[src/rtl/bcd_edit_pkg.sv]
// Shared state encoding and wrap-around BCD arithmetic for the two-digit field editor.
package bcd_edit_pkg;

    localparam int FIELD_W = 8;

    typedef enum logic [1:0] {
        DISPLAY = 2'd0,
        EDIT    = 2'd1,
        COMMIT  = 2'd2
    } edit_state_e;

    // Both nibbles are decimal digits and the value lies inside [min_v, max_v].
    function automatic logic bcd_in_range(input logic [FIELD_W-1:0] value,
                                          input logic [FIELD_W-1:0] min_v,
                                          input logic [FIELD_W-1:0] max_v);
        return (value[7:4] <= 4'd9) && (value[3:0] <= 4'd9) &&
               (value >= min_v) && (value <= max_v);
    endfunction

    function automatic logic [FIELD_W-1:0] bcd_inc_wrap(input logic [FIELD_W-1:0] value,
                                                        input logic [FIELD_W-1:0] min_v,
                                                        input logic [FIELD_W-1:0] max_v);
        logic [FIELD_W-1:0] result;
        if (!bcd_in_range(value, min_v, max_v) || (value == max_v)) begin
            result = min_v;
        end else if (value[3:0] == 4'd9) begin
            result = {value[7:4] + 4'd1, 4'd0};
        end else begin
            result = {value[7:4], value[3:0] + 4'd1};
        end
        return result;
    endfunction

    function automatic logic [FIELD_W-1:0] bcd_dec_wrap(input logic [FIELD_W-1:0] value,
                                                        input logic [FIELD_W-1:0] min_v,
                                                        input logic [FIELD_W-1:0] max_v);
        logic [FIELD_W-1:0] result;
        if (!bcd_in_range(value, min_v, max_v) || (value == min_v)) begin
            result = max_v;
        end else if (value[3:0] == 4'd0) begin
            result = {value[7:4] - 4'd1, 4'd9};
        end else begin
            result = {value[7:4], value[3:0] - 4'd1};
        end
        return result;
    endfunction

endpackage

[src/rtl/bcd_field_editor_if.sv]
// Button/bus bundle between the debouncer, the field editor and the display/timekeeping side.
interface bcd_field_editor_if #(
    parameter int NUM_FIELDS = 6
);
    localparam int SEL_W = (NUM_FIELDS > 1) ? $clog2(NUM_FIELDS) : 1;

    logic [NUM_FIELDS*8-1:0] live_bcd_in;
    logic                    up_btn;
    logic                    down_btn;
    logic                    left_btn;
    logic                    right_btn;
    logic                    enter_btn;
    logic                    return_btn;
    logic [NUM_FIELDS*8-1:0] bcd_out;
    logic                    load_valid;
    logic [NUM_FIELDS*8-1:0] load_bcd;
    logic                    editing;
    logic [SEL_W-1:0]        sel_field;
    logic [NUM_FIELDS*2-1:0] blink_mask;
    logic                    blink_phase;
    logic                    edit_timeout;

    modport master (
        output live_bcd_in, up_btn, down_btn, left_btn, right_btn, enter_btn, return_btn,
        input  bcd_out, load_valid, load_bcd, editing, sel_field, blink_mask, blink_phase,
               edit_timeout
    );

    modport slave (
        input  live_bcd_in, up_btn, down_btn, left_btn, right_btn, enter_btn, return_btn,
        output bcd_out, load_valid, load_bcd, editing, sel_field, blink_mask, blink_phase,
               edit_timeout
    );

endinterface

[src/rtl/blink_gen.sv]
// Blink phase generator: phase toggles every BLINK_DIV enabled cycles; restart forces a fresh lit half.
module blink_gen #(
    parameter int BLINK_DIV = 25_000_000
) (
    input  logic clk,
    input  logic rst_n,
    input  logic enable,
    input  logic restart,
    output logic phase
);
    localparam int CNT_W = $clog2(BLINK_DIV);
    localparam logic [CNT_W-1:0] CNT_LAST = CNT_W'(BLINK_DIV - 1);

    logic [CNT_W-1:0] count_r;
    logic             phase_r;

    // Half-period counter and phase flop; restart has priority over the idle clear.
    always_ff @(posedge clk or negedge rst_n) begin
        if (!rst_n) begin
            count_r <= {CNT_W{1'b0}};
            phase_r <= 1'b0;
        end else if (restart) begin
            count_r <= {CNT_W{1'b0}};
            phase_r <= 1'b1;
        end else if (!enable) begin
            count_r <= {CNT_W{1'b0}};
            phase_r <= 1'b0;
        end else if (count_r == CNT_LAST) begin
            count_r <= {CNT_W{1'b0}};
            phase_r <= ~phase_r;
        end else begin
            count_r <= count_r + CNT_W'(1);
        end
    end

    assign phase = phase_r;

endmodule

[src/rtl/bcd_field_editor.sv]
// Two-digit BCD field editor: mirrors the live bus, edits a shadow copy and commits it on enter.
// Define EDIT_TIMEOUT_EN to abort an idle edit after TIMEOUT_CYCLES.
module bcd_field_editor
    import bcd_edit_pkg::*;
#(
    parameter int NUM_FIELDS = 6,
    parameter logic [NUM_FIELDS*FIELD_W-1:0] FIELD_MAX = {8'h99, 8'h12, 8'h31, 8'h23, 8'h59, 8'h59},
    parameter logic [NUM_FIELDS*FIELD_W-1:0] FIELD_MIN = {8'h00, 8'h01, 8'h01, 8'h00, 8'h00, 8'h00},
    parameter int BLINK_DIV      = 25_000_000,
    parameter int TIMEOUT_CYCLES = 500_000_000
) (
    input logic               clk,
    input logic               rst_n,
    bcd_field_editor_if.slave bus
);
    localparam int BUS_W = NUM_FIELDS * FIELD_W;
    localparam int SEL_W = (NUM_FIELDS > 1) ? $clog2(NUM_FIELDS) : 1;
    localparam logic [SEL_W-1:0] SEL_LAST = SEL_W'(NUM_FIELDS - 1);

    edit_state_e             state_r;
    edit_state_e             state_next;
    logic [BUS_W-1:0]        shadow_r;
    logic [BUS_W-1:0]        shadow_next;
    logic [SEL_W-1:0]        sel_r;
    logic [SEL_W-1:0]        sel_next;
    logic [BUS_W-1:0]        bcd_out_r;
    logic [BUS_W-1:0]        load_bcd_r;
    logic                    load_valid_r;
    logic                    editing_r;
    logic [NUM_FIELDS*2-1:0] mask_r;
    logic [FIELD_W-1:0]      cur_field_s;
    logic [FIELD_W-1:0]      cur_min_s;
    logic [FIELD_W-1:0]      cur_max_s;
    logic                    restart_s;
    logic                    blink_en_s;
    logic                    blink_phase_s;

    function automatic logic [FIELD_W-1:0] get_field(input logic [BUS_W-1:0] vec,
                                                     input logic [SEL_W-1:0] idx);
        logic [FIELD_W-1:0] result;
        result = {FIELD_W{1'b0}};
        for (int i = 0; i < NUM_FIELDS; i++) begin
            result = (idx == SEL_W'(i)) ? vec[(NUM_FIELDS-i)*FIELD_W-1 -: FIELD_W] : result;
        end
        return result;
    endfunction

    function automatic logic [BUS_W-1:0] put_field(input logic [BUS_W-1:0] vec,
                                                   input logic [SEL_W-1:0] idx,
                                                   input logic [FIELD_W-1:0] value);
        logic [BUS_W-1:0] result;
        result = vec;
        for (int i = 0; i < NUM_FIELDS; i++) begin
            result[(NUM_FIELDS-i)*FIELD_W-1 -: FIELD_W] =
                (idx == SEL_W'(i)) ? value : vec[(NUM_FIELDS-i)*FIELD_W-1 -: FIELD_W];
        end
        return result;
    endfunction

    // Both digits of the selected field blink; bit order follows the bus (field 0 in the MSBs).
    function automatic logic [NUM_FIELDS*2-1:0] sel_mask(input logic [SEL_W-1:0] idx);
        logic [NUM_FIELDS*2-1:0] result;
        result = {(NUM_FIELDS*2){1'b0}};
        for (int i = 0; i < NUM_FIELDS; i++) begin
            result[(NUM_FIELDS-i)*2-1 -: 2] = (idx == SEL_W'(i)) ? 2'b11 : 2'b00;
        end
        return result;
    endfunction

`ifdef EDIT_TIMEOUT_EN
    localparam int TO_W = $clog2(TIMEOUT_CYCLES);
    localparam logic [TO_W-1:0] TO_LAST = TO_W'(TIMEOUT_CYCLES - 1);

    logic [TO_W-1:0] to_cnt_r;
    logic            edit_timeout_r;
    logic            timeout_fire_s;
    logic            any_btn_s;

    assign any_btn_s = bus.up_btn | bus.down_btn | bus.left_btn | bus.right_btn |
                       bus.enter_btn | bus.return_btn;
`endif

    // Value under edit and its wrap limits.
    always_comb begin
        cur_field_s = get_field(shadow_r, sel_r);
        cur_min_s   = get_field(FIELD_MIN, sel_r);
        cur_max_s   = get_field(FIELD_MAX, sel_r);
    end

    // Next-state, shadow and selection logic; one action per cycle in fixed priority order.
    always_comb begin
        state_next  = state_r;
        shadow_next = shadow_r;
        sel_next    = sel_r;
        restart_s   = 1'b0;
`ifdef EDIT_TIMEOUT_EN
        timeout_fire_s = 1'b0;
`endif
        case (state_r)
            DISPLAY: begin
                if (bus.enter_btn) begin
                    state_next  = EDIT;
                    shadow_next = bus.live_bcd_in;
                    sel_next    = {SEL_W{1'b0}};
                    restart_s   = 1'b1;
                end else begin
                    state_next = DISPLAY;
                end
            end
            EDIT: begin
                if (bus.return_btn) begin
                    state_next = DISPLAY;
                end else if (bus.enter_btn) begin
                    state_next = COMMIT;
                end else if (bus.up_btn) begin
                    shadow_next = put_field(shadow_r, sel_r,
                                            bcd_inc_wrap(cur_field_s, cur_min_s, cur_max_s));
                    restart_s   = 1'b1;
                end else if (bus.down_btn) begin
                    shadow_next = put_field(shadow_r, sel_r,
                                            bcd_dec_wrap(cur_field_s, cur_min_s, cur_max_s));
                    restart_s   = 1'b1;
                end else if (bus.left_btn) begin
                    sel_next  = (sel_r == {SEL_W{1'b0}}) ? SEL_LAST : sel_r - SEL_W'(1);
                    restart_s = 1'b1;
                end else if (bus.right_btn) begin
                    sel_next  = (sel_r == SEL_LAST) ? {SEL_W{1'b0}} : sel_r + SEL_W'(1);
                    restart_s = 1'b1;
                end else begin
`ifdef EDIT_TIMEOUT_EN
                    if (to_cnt_r == TO_LAST) begin
                        state_next     = DISPLAY;
                        timeout_fire_s = 1'b1;
                    end else begin
                        state_next = EDIT;
                    end
`else
                    state_next = EDIT;
`endif
                end
            end
            COMMIT: begin
                state_next = DISPLAY;
            end
            default: begin
                state_next = DISPLAY;
            end
        endcase
    end

    assign blink_en_s = (state_next == EDIT);

    // Control state, shadow copy and registered outputs.
    always_ff @(posedge clk or negedge rst_n) begin
        if (!rst_n) begin
            state_r      <= DISPLAY;
            shadow_r     <= {BUS_W{1'b0}};
            sel_r        <= {SEL_W{1'b0}};
            bcd_out_r    <= {BUS_W{1'b0}};
            load_bcd_r   <= {BUS_W{1'b0}};
            load_valid_r <= 1'b0;
            editing_r    <= 1'b0;
            mask_r       <= {(NUM_FIELDS*2){1'b0}};
        end else begin
            state_r      <= state_next;
            shadow_r     <= shadow_next;
            sel_r        <= sel_next;
            bcd_out_r    <= (state_r == DISPLAY) ? bus.live_bcd_in : shadow_r;
            load_bcd_r   <= (state_next == COMMIT) ? shadow_r : load_bcd_r;
            load_valid_r <= (state_next == COMMIT);
            editing_r    <= (state_next == EDIT);
            mask_r       <= (state_next == EDIT) ? sel_mask(sel_next) : {(NUM_FIELDS*2){1'b0}};
        end
    end

`ifdef EDIT_TIMEOUT_EN
    // Idle counter: runs only while staying in EDIT with no button, cleared by any press.
    always_ff @(posedge clk or negedge rst_n) begin
        if (!rst_n) begin
            to_cnt_r       <= {TO_W{1'b0}};
            edit_timeout_r <= 1'b0;
        end else begin
            to_cnt_r       <= ((state_r == EDIT) && (state_next == EDIT) && !any_btn_s) ?
                              to_cnt_r + TO_W'(1) : {TO_W{1'b0}};
            edit_timeout_r <= timeout_fire_s;
        end
    end

    assign bus.edit_timeout = edit_timeout_r;
`else
    assign bus.edit_timeout = 1'b0;
`endif

    blink_gen #(
        .BLINK_DIV (BLINK_DIV)
    ) u_blink_gen (
        .clk     (clk),
        .rst_n   (rst_n),
        .enable  (blink_en_s),
        .restart (restart_s),
        .phase   (blink_phase_s)
    );

    assign bus.bcd_out     = bcd_out_r;
    assign bus.load_valid  = load_valid_r;
    assign bus.load_bcd    = load_bcd_r;
    assign bus.editing     = editing_r;
    assign bus.sel_field   = sel_r;
    assign bus.blink_mask  = mask_r;
    assign bus.blink_phase = blink_phase_s;

endmodule

[src/flat_wrapper.sv]
// flat-port wrapper written by rule: the top's interface ports become plain ports
module bcd_field_editor_flat import bcd_edit_pkg::*;
#(
    parameter int NUM_FIELDS = 6,
    parameter logic [NUM_FIELDS*FIELD_W-1:0] FIELD_MAX = {8'h99, 8'h12, 8'h31, 8'h23, 8'h59, 8'h59},
    parameter logic [NUM_FIELDS*FIELD_W-1:0] FIELD_MIN = {8'h00, 8'h01, 8'h01, 8'h00, 8'h00, 8'h00},
    parameter int BLINK_DIV      = 25_000_000,
    parameter int TIMEOUT_CYCLES = 500_000_000
)
  (clk, rst_n, bus_live_bcd_in, bus_up_btn, bus_down_btn, bus_left_btn, bus_right_btn, bus_enter_btn, bus_return_btn, bus_bcd_out, bus_load_valid, bus_load_bcd, bus_editing, bus_sel_field, bus_blink_mask, bus_blink_phase, bus_edit_timeout);
  bcd_field_editor_if #(.NUM_FIELDS(NUM_FIELDS)) bus_i ();
  input logic clk;
  input logic rst_n;
  input wire logic [$bits(bus_i.live_bcd_in)-1:0] bus_live_bcd_in;
  input wire logic [$bits(bus_i.up_btn)-1:0] bus_up_btn;
  input wire logic [$bits(bus_i.down_btn)-1:0] bus_down_btn;
  input wire logic [$bits(bus_i.left_btn)-1:0] bus_left_btn;
  input wire logic [$bits(bus_i.right_btn)-1:0] bus_right_btn;
  input wire logic [$bits(bus_i.enter_btn)-1:0] bus_enter_btn;
  input wire logic [$bits(bus_i.return_btn)-1:0] bus_return_btn;
  output wire logic [$bits(bus_i.bcd_out)-1:0] bus_bcd_out;
  output wire logic [$bits(bus_i.load_valid)-1:0] bus_load_valid;
  output wire logic [$bits(bus_i.load_bcd)-1:0] bus_load_bcd;
  output wire logic [$bits(bus_i.editing)-1:0] bus_editing;
  output wire logic [$bits(bus_i.sel_field)-1:0] bus_sel_field;
  output wire logic [$bits(bus_i.blink_mask)-1:0] bus_blink_mask;
  output wire logic [$bits(bus_i.blink_phase)-1:0] bus_blink_phase;
  output wire logic [$bits(bus_i.edit_timeout)-1:0] bus_edit_timeout;
  assign bus_i.live_bcd_in = bus_live_bcd_in;
  assign bus_i.up_btn = bus_up_btn;
  assign bus_i.down_btn = bus_down_btn;
  assign bus_i.left_btn = bus_left_btn;
  assign bus_i.right_btn = bus_right_btn;
  assign bus_i.enter_btn = bus_enter_btn;
  assign bus_i.return_btn = bus_return_btn;
  assign bus_bcd_out = bus_i.bcd_out;
  assign bus_load_valid = bus_i.load_valid;
  assign bus_load_bcd = bus_i.load_bcd;
  assign bus_editing = bus_i.editing;
  assign bus_sel_field = bus_i.sel_field;
  assign bus_blink_mask = bus_i.blink_mask;
  assign bus_blink_phase = bus_i.blink_phase;
  assign bus_edit_timeout = bus_i.edit_timeout;
  bcd_field_editor #(.NUM_FIELDS(NUM_FIELDS), .FIELD_MAX(FIELD_MAX), .FIELD_MIN(FIELD_MIN), .BLINK_DIV(BLINK_DIV), .TIMEOUT_CYCLES(TIMEOUT_CYCLES)) u_core (.clk(clk), .rst_n(rst_n), .bus(bus_i));
endmodule
[config.mk]
export PLATFORM = sky130hd
export DESIGN_NAME = bcd_field_editor_flat
export DESIGN_NICKNAME = d
export VERILOG_FILES = /design/src/rtl/bcd_edit_pkg.sv /design/src/rtl/bcd_field_editor_if.sv /design/src/rtl/blink_gen.sv /design/src/rtl/bcd_field_editor.sv /design/src/flat_wrapper.sv
export SDC_FILE = /design/constraint.sdc
export NUM_CORES = 1
export LEC_CHECK = 0
export ABC_AREA = 1
export ABC_CLOCK_PERIOD_IN_PS = 3700
export BUFFER_PORTS_ARGS = -buffer_cell sky130_fd_sc_hd__buf_2
export CORE_MARGIN = 3
export CORE_UTILIZATION = 50
export CTS_CLUSTER_DIAMETER = 60
export DETAILED_ROUTE_END_ITERATION = 10
export PLACE_DENSITY_LB_ADDON = 0.05
export SETUP_SLACK_MARGIN = 0.5
export SLEW_MARGIN = 20
export SYNTH_ARGS = -nofsm -noshare
export SYNTH_HDL_FRONTEND = slang
export SYNTH_SLANG_ARGS = --single-unit
export TNS_END_PERCENT = 1
[constraint.sdc]
create_clock -name clk -period 3.7 [get_ports clk]
set_clock_uncertainty 0.2 [all_clocks]
set_input_delay 0.185 -clock clk [delete_from_list [all_inputs] [get_ports clk]]
set_output_delay 0.185 -clock clk [all_outputs]
set_load 0.03 [all_outputs]
* Word level (Yosys, flattened, before mapping)
Cells that the tools add are included.
Word-level totals: word-level logic and storage cells 151, output and inout bits 115, flip-flop bits (word level) 189, input bits 56
Cells by class: magnitude comparators 4, reduce and logical (&&, ||, !) cells 17, equality and inequality tests 28, bitwise operators 1, add/sub/neg operators 7, multiplexer cells 79
Operator list (number):
- $mux 48 | 6
- $mux 8 | 32
- $pmux 48 s2 | 1
- $mux 25 | 3
- $reduce_and 6->1 | 6
- $mux 3 | 9
- $add 25x1->25 const B | 1
- $eq 25x25->1 const B | 1
- $mux 2 | 12
- $eq 8x8->1 | 2
- $eq 3x2->1 const B | 4
- $eq 3x3->1 const B | 4
- $mux 1 | 12
- $mux 12 | 1
- $ne 2x1->1 const B | 6
- $add 4x1->4 const B | 2
- $ge 8x8->1 | 1
- $le 4x4->1 const B | 2
- $le 8x8->1 | 1
- $sub 4x1->4 const B | 2
- $eq 3x1->1 const B | 2
- $logic_not 3->1 | 2
- $ne 2x2->1 const B | 3
- $pmux 3 s2 | 1
- other kinds (16) | 20

* Longest topological paths before layout
word-level depth 20, mapped depth 26, mapped depth without buffers 25

* Cells and area by module
From an unflattened synthesis, not the netlist that was laid out.
Unflattened totals: cells, all modules 1164, area, all modules 9302.7 um2
By module, submodules not included:
- bcd_field_editor | cells each 950, area each 7792.5 um2, instances 1, seq. area each 3928.8 um2
- blink_gen | cells each 214, area each 1510.2 um2, instances 1, seq. area each 650.6 um2

* Worst setup path before layout
Ideal clock, no wire load.
path type register to register, from register u_core.sel_r[1], in the netlist u_core.bus.sel_field[1], to register u_core.shadow_r[22], period minus slack after synthesis 3.712 ns, data arrival time 3.385 ns, setup time 0.127 ns, path buffers 2, cell stages (with the launch flop) 24, slack -0.012 ns, required time 3.373 ns, cell sequence dfrtp_1 buf_4 nand2_1 inv_1 ha_1 clkbuf_1 nand2_1 o21ai_0 a21oi_1 nand2_1 nand2_1 nand2_4 inv_1 ha_1 nand2_1 nor2_1 and3_1 nand3_1 nand2_1 nand3_4 a21oi_1 nand2_1 nand2_1 a21oi_1
On the way: longest elaborated chain between the ends 20, elaborated cells between the ends (all ways) 52, classes of those cells add/sub (2); order compare (4); eq/ne (9); mux (28); reduce/logical (9)
Ends and longest elaborated chain:
- start, declared | line bcd_field_editor.sv:24 | logic [SEL_W-1:0] sel_r;
- start signal, assigned | line bcd_field_editor.sv:158 | sel_r <= {SEL_W{1'b0}};
- start signal, assigned | line bcd_field_editor.sv:167 | sel_r <= sel_next;
- branches (longest 20 deep; another with $ge 8x8->1)
- end signal, assigned | line bcd_field_editor.sv:157 | shadow_r <= {BUS_W{1'b0}};
- end signal, assigned | line bcd_field_editor.sv:166 | shadow_r <= shadow_next;
- end, declared | line bcd_field_editor.sv:22 | logic [BUS_W-1:0] shadow_r;
Parallel ways; which one is timed is not known. The select of a mux whose other input is x is not followed. A chain may end at the register's enable or synchronous reset.

* Worst setup path in the final report
from register u_core.sel_r[2], in the netlist u_core.bus.sel_field[2], to register u_core.shadow_r[34]
Same word-level chain as after synthesis.

==> results_dict.tcl <==
set metrics [dict create \
    critPathMaxFanout 6 \
    cp.required_ps 3820 \
    ys_ff_latch 183 \
    netlist_instances 1119 \
    via_count 8672 \
    port_buffers 169 \
    max-cap-violations 0 \
    synth_cell_types 43 \
    cts.path.max_buffers 2 \
    fin_crit_sh 0.884 \
    gp_congestion 0.988 \
    antenna_found_initial 0 \
    drc 0 \
    crit_arrival_ps 3390 \
    place_area_sq_mm 0.0103 \
    overflow 0 \
    comb_power_share 0.490 \
    clk-insertion-delay-late_ps 440 \
    synth_fp_nets 1189 \
    grtUsageTotal 0.285 \
    yosys.area.top_type_share 0.510 \
    start_kind "flop" \
    peakVddDrop_v 0.000470 \
    cts_sinks 183 \
    p_clk_frac 0.198 \
    finalWirelength_mm 28.1 \
    firstDrtPassIters 5 \
    grt_pass1_vias 8505 \
    areaGrowthSynthToFinish_pct 38.0 \
    num-fill-cells 1411 \
    hold_violations 0 \
    relSlewSlack 0.294 \
    p_int_mw 5.39 \
    grt_setup_unrepaired "true" \
    finalMaxSlewViolations 0 \
    avgSynthCellArea_sq_um 8.03 \
    coreArea_sq_mm 0.0174 \
    layout.nets 1462 \
    power.density_mw_per_mm2 781 \
    final_layout_size_suffix_gt1_frac 0.300 \
    row_count 48 \
    netlist_area_sq_mm 0.00898 \
    cts_root_buffer "clkbuf_16" \
    p_leak_nw 6.33 \
    max_freq_mhz 306 \
    io_pins 171 \
    timing.setup.tns_ps 0 \
    path_clk_slew_ps 70 \
    cts_buffers 17 \
    synthArstFlopShare 1.00 \
    synth_warnings 0 \
    synth-edff-count 0 \
    ys_seq_area_frac 0.510 \
    grt_max_degree 97 \
    critPathCaptureType "flop" \
    cts_tree "done" \
    worst_pin_slew_ps 1050 \
    grt_pass1_wl_mm 44.7 \
    dieArea_sq_mm 0.0196 \
    wl_per_cell_microns 17.3 \
    p_sw_mw 4.30 \
    synth_ff_type "dfrtp_1" \
    ant_nets 0 \
    outcome "complete, no violations" \
    viasPerCell 5.32 \
    finalSetupViolations 0 \
    die_w_microns 140 \
    seqPwrFrac 0.311 \
    path_class "reg -> reg" \
    synth_area_leaders "dfrtp_1 (51%), nand2_1 (11%), o21ai_0 (6.6%)" \
    start_util 0.516 \
    htree_levels 4 \
    fp.dieH_microns 140 \
    synth_top_area_cell "dfrtp_1" \
    dp_hpwl_mm 19.1 \
    finalInstanceArea_sq_mm 0.0124 \
    drtIter0Drc 653 \
    min_path_type "in -> async" \
    min_period_ps 3270 \
    antenna_cells 0 \
    p_sw_frac 0.444 \
]
[final cells by class]
class	count	area [sq um]	area share
flip-flops and latches	183	4580	0.370
multi-input cells	737	4150	0.334
repair buffers	299	2160	0.174
inverters	154	611	0.0492
clock buffers	18	439	0.0354
well taps	225	282	0.0227
clock inverters	14	183	0.0147
[through the flow]
step	power (mW)	util	instances	hold slack (ps)	setup WS, ps
after floorplan	5.54	-	1119	-311	505
after global placement	6.91	0.593	1505	-6.83	121
after detailed placement	6.94	0.593	1505	-7.14	58.6
after CTS	9.36	0.691	1622	45.5	473
after global routing	10.3	0.712	1630	106	293
final	9.69	0.712	1630	75.8	429
[synthesized netlist by cell type (3+ instances only)]
library cell,instances
nand2_1,274
dfrtp_1,183
inv_1,141
o21ai_0,118
a21oi_1,110
nor2_1,76
nand3_1,32
clkbuf_1,29
nand4_1,19
nor3_1,16
ha_1,14
a21boi_1,10
nand2_2,10
o21ai_1,10
buf_4,8
inv_2,8
a21oi_2,6
buf_1,5
clkinv_1,5
xnor2_1,5
a31oi_1,4
nor2_4,4
nor3b_1,4
xor2_1,4
buf_6,3
[timing repair]
| action | 4_1_cts | 5_1_grt |
|---|---|---|
| cloned | 2 | 0 |
| endpoints found under the hold margin | 157 | 0 |
| buffers inserted | 30 | 7 |
| gates resized for setup | 69 | 75 |
| hold buffers | 53 | 0 |
| pin swaps | 34 | 39 |
| endpoints found under the setup margin | 48 | 48 |
[final timing paths]
| kind | endpoint | startpoint | slack (ps) | cells after the start |
|---|---|---|---|---|
| worst max-delay path | u_core.shadow_r[34] | u_core.bus.sel_field[2] | 430 | 22 |
| worst min-delay path | u_core.bus.load_bcd[27] | rst_n | 80 | 2 |
| worst max register to register | u_core.shadow_r[34] | u_core.bus.sel_field[2] | 430 | 22 |
| worst min register to register | u_core.u_blink_gen.count_r[0] | u_core.u_blink_gen.count_r[0] | 260 | 1 |
| max in group asynchronous | u_core.bus.sel_field[1] | rst_n | 2320 | 3 |
| min in group clk | u_core.bus.sel_field[1] | bus_left_btn | 110 | 4 |
[critical path: stages (launching register included)]
cell      delay, ps
dfrtp_2         430
inv_4            70
buf_12          110
ha_4            200
buf_6           140
buf_6           100
a21oi_1          50
nand2_1          90
nand2_2          70
nand2_2          80
inv_2            60
ha_4            270
nand2_2          60
nor2_4          110
and3_4          190
nand3_4         110
buf_6           150
nand3_4          80
buf_4           140
nor3_4           40
o21ai_2         200
buf_6           160
a21boi_1         60
[flip-flops by register name, summed over array words and instances (netlist names)]
register                    flops
u_core.bus.bcd_out             48
u_core.bus.blink_mask           6
u_core.bus.editing              1
u_core.bus.load_bcd            48
u_core.bus.load_valid           1
u_core.bus.sel_field            3
u_core.shadow_r                48
u_core.state_r                  2
u_core.u_blink_gen.count_r     25
u_core.u_blink_gen.phase        1
[placed cells by master, fill, tap and decap left out, types with 6 or more instances in the layout]
cell type and count:
nand3_2 7, nor2_1 70, nand2_4 12, ha_4 8
nand2_2 25, inv_2 10, inv_1 132, nand2_1 244
a21boi_2 6, dlygate4sd3_1 53, buf_2 168, nand3_1 25
dfrtp_1 180, o21ai_2 6, nor2_4 7, nor3_1 15
buf_12 9, o21ai_1 7, nand4_1 19, clkbuf_16 17
a21oi_2 31, o21ai_0 115, buf_6 16, a21oi_1 84
buf_4 51
[power by group through the flow]
| stage | Clock, mW | Sequential (mW) | Combinational (mW) |
|---|---|---|---|
| floorplan | 0 | 3.78 | 1.75 |
| global placement | 0 | 3.02 | 3.89 |
| detailed placement | 0 | 3.02 | 3.91 |
| CTS | 1.95 | 3.00 | 4.42 |
| global route | 2.03 | 3.08 | 5.16 |
| finish | 1.92 | 3.02 | 4.75 |
[metal layers]
metal / GRT usage / share of wire / vias up
met3: 0.0673 / 0.065 / 49
met2: 0.458 / 0.48 / 306
met5: 0 / 0 / -
met1: 0.386 / 0.43 / 4174
li1: - / - / 4143
met4: 0.0918 / 0.026 / 0
[cells by family after synthesis]
logic type                 count (synthesis)  synth area share
DFF                                      183             0.510
other                                      1          0.000417
xor gates and xnor gates                   9           0.00877
and+or+nand+nor                          446             0.214
AOI/OAI and AO/OA                        266             0.158
buffers and inverters                    200            0.0895
adders and majority gates                 14            0.0195
Power figures use the tool's default switching activity.
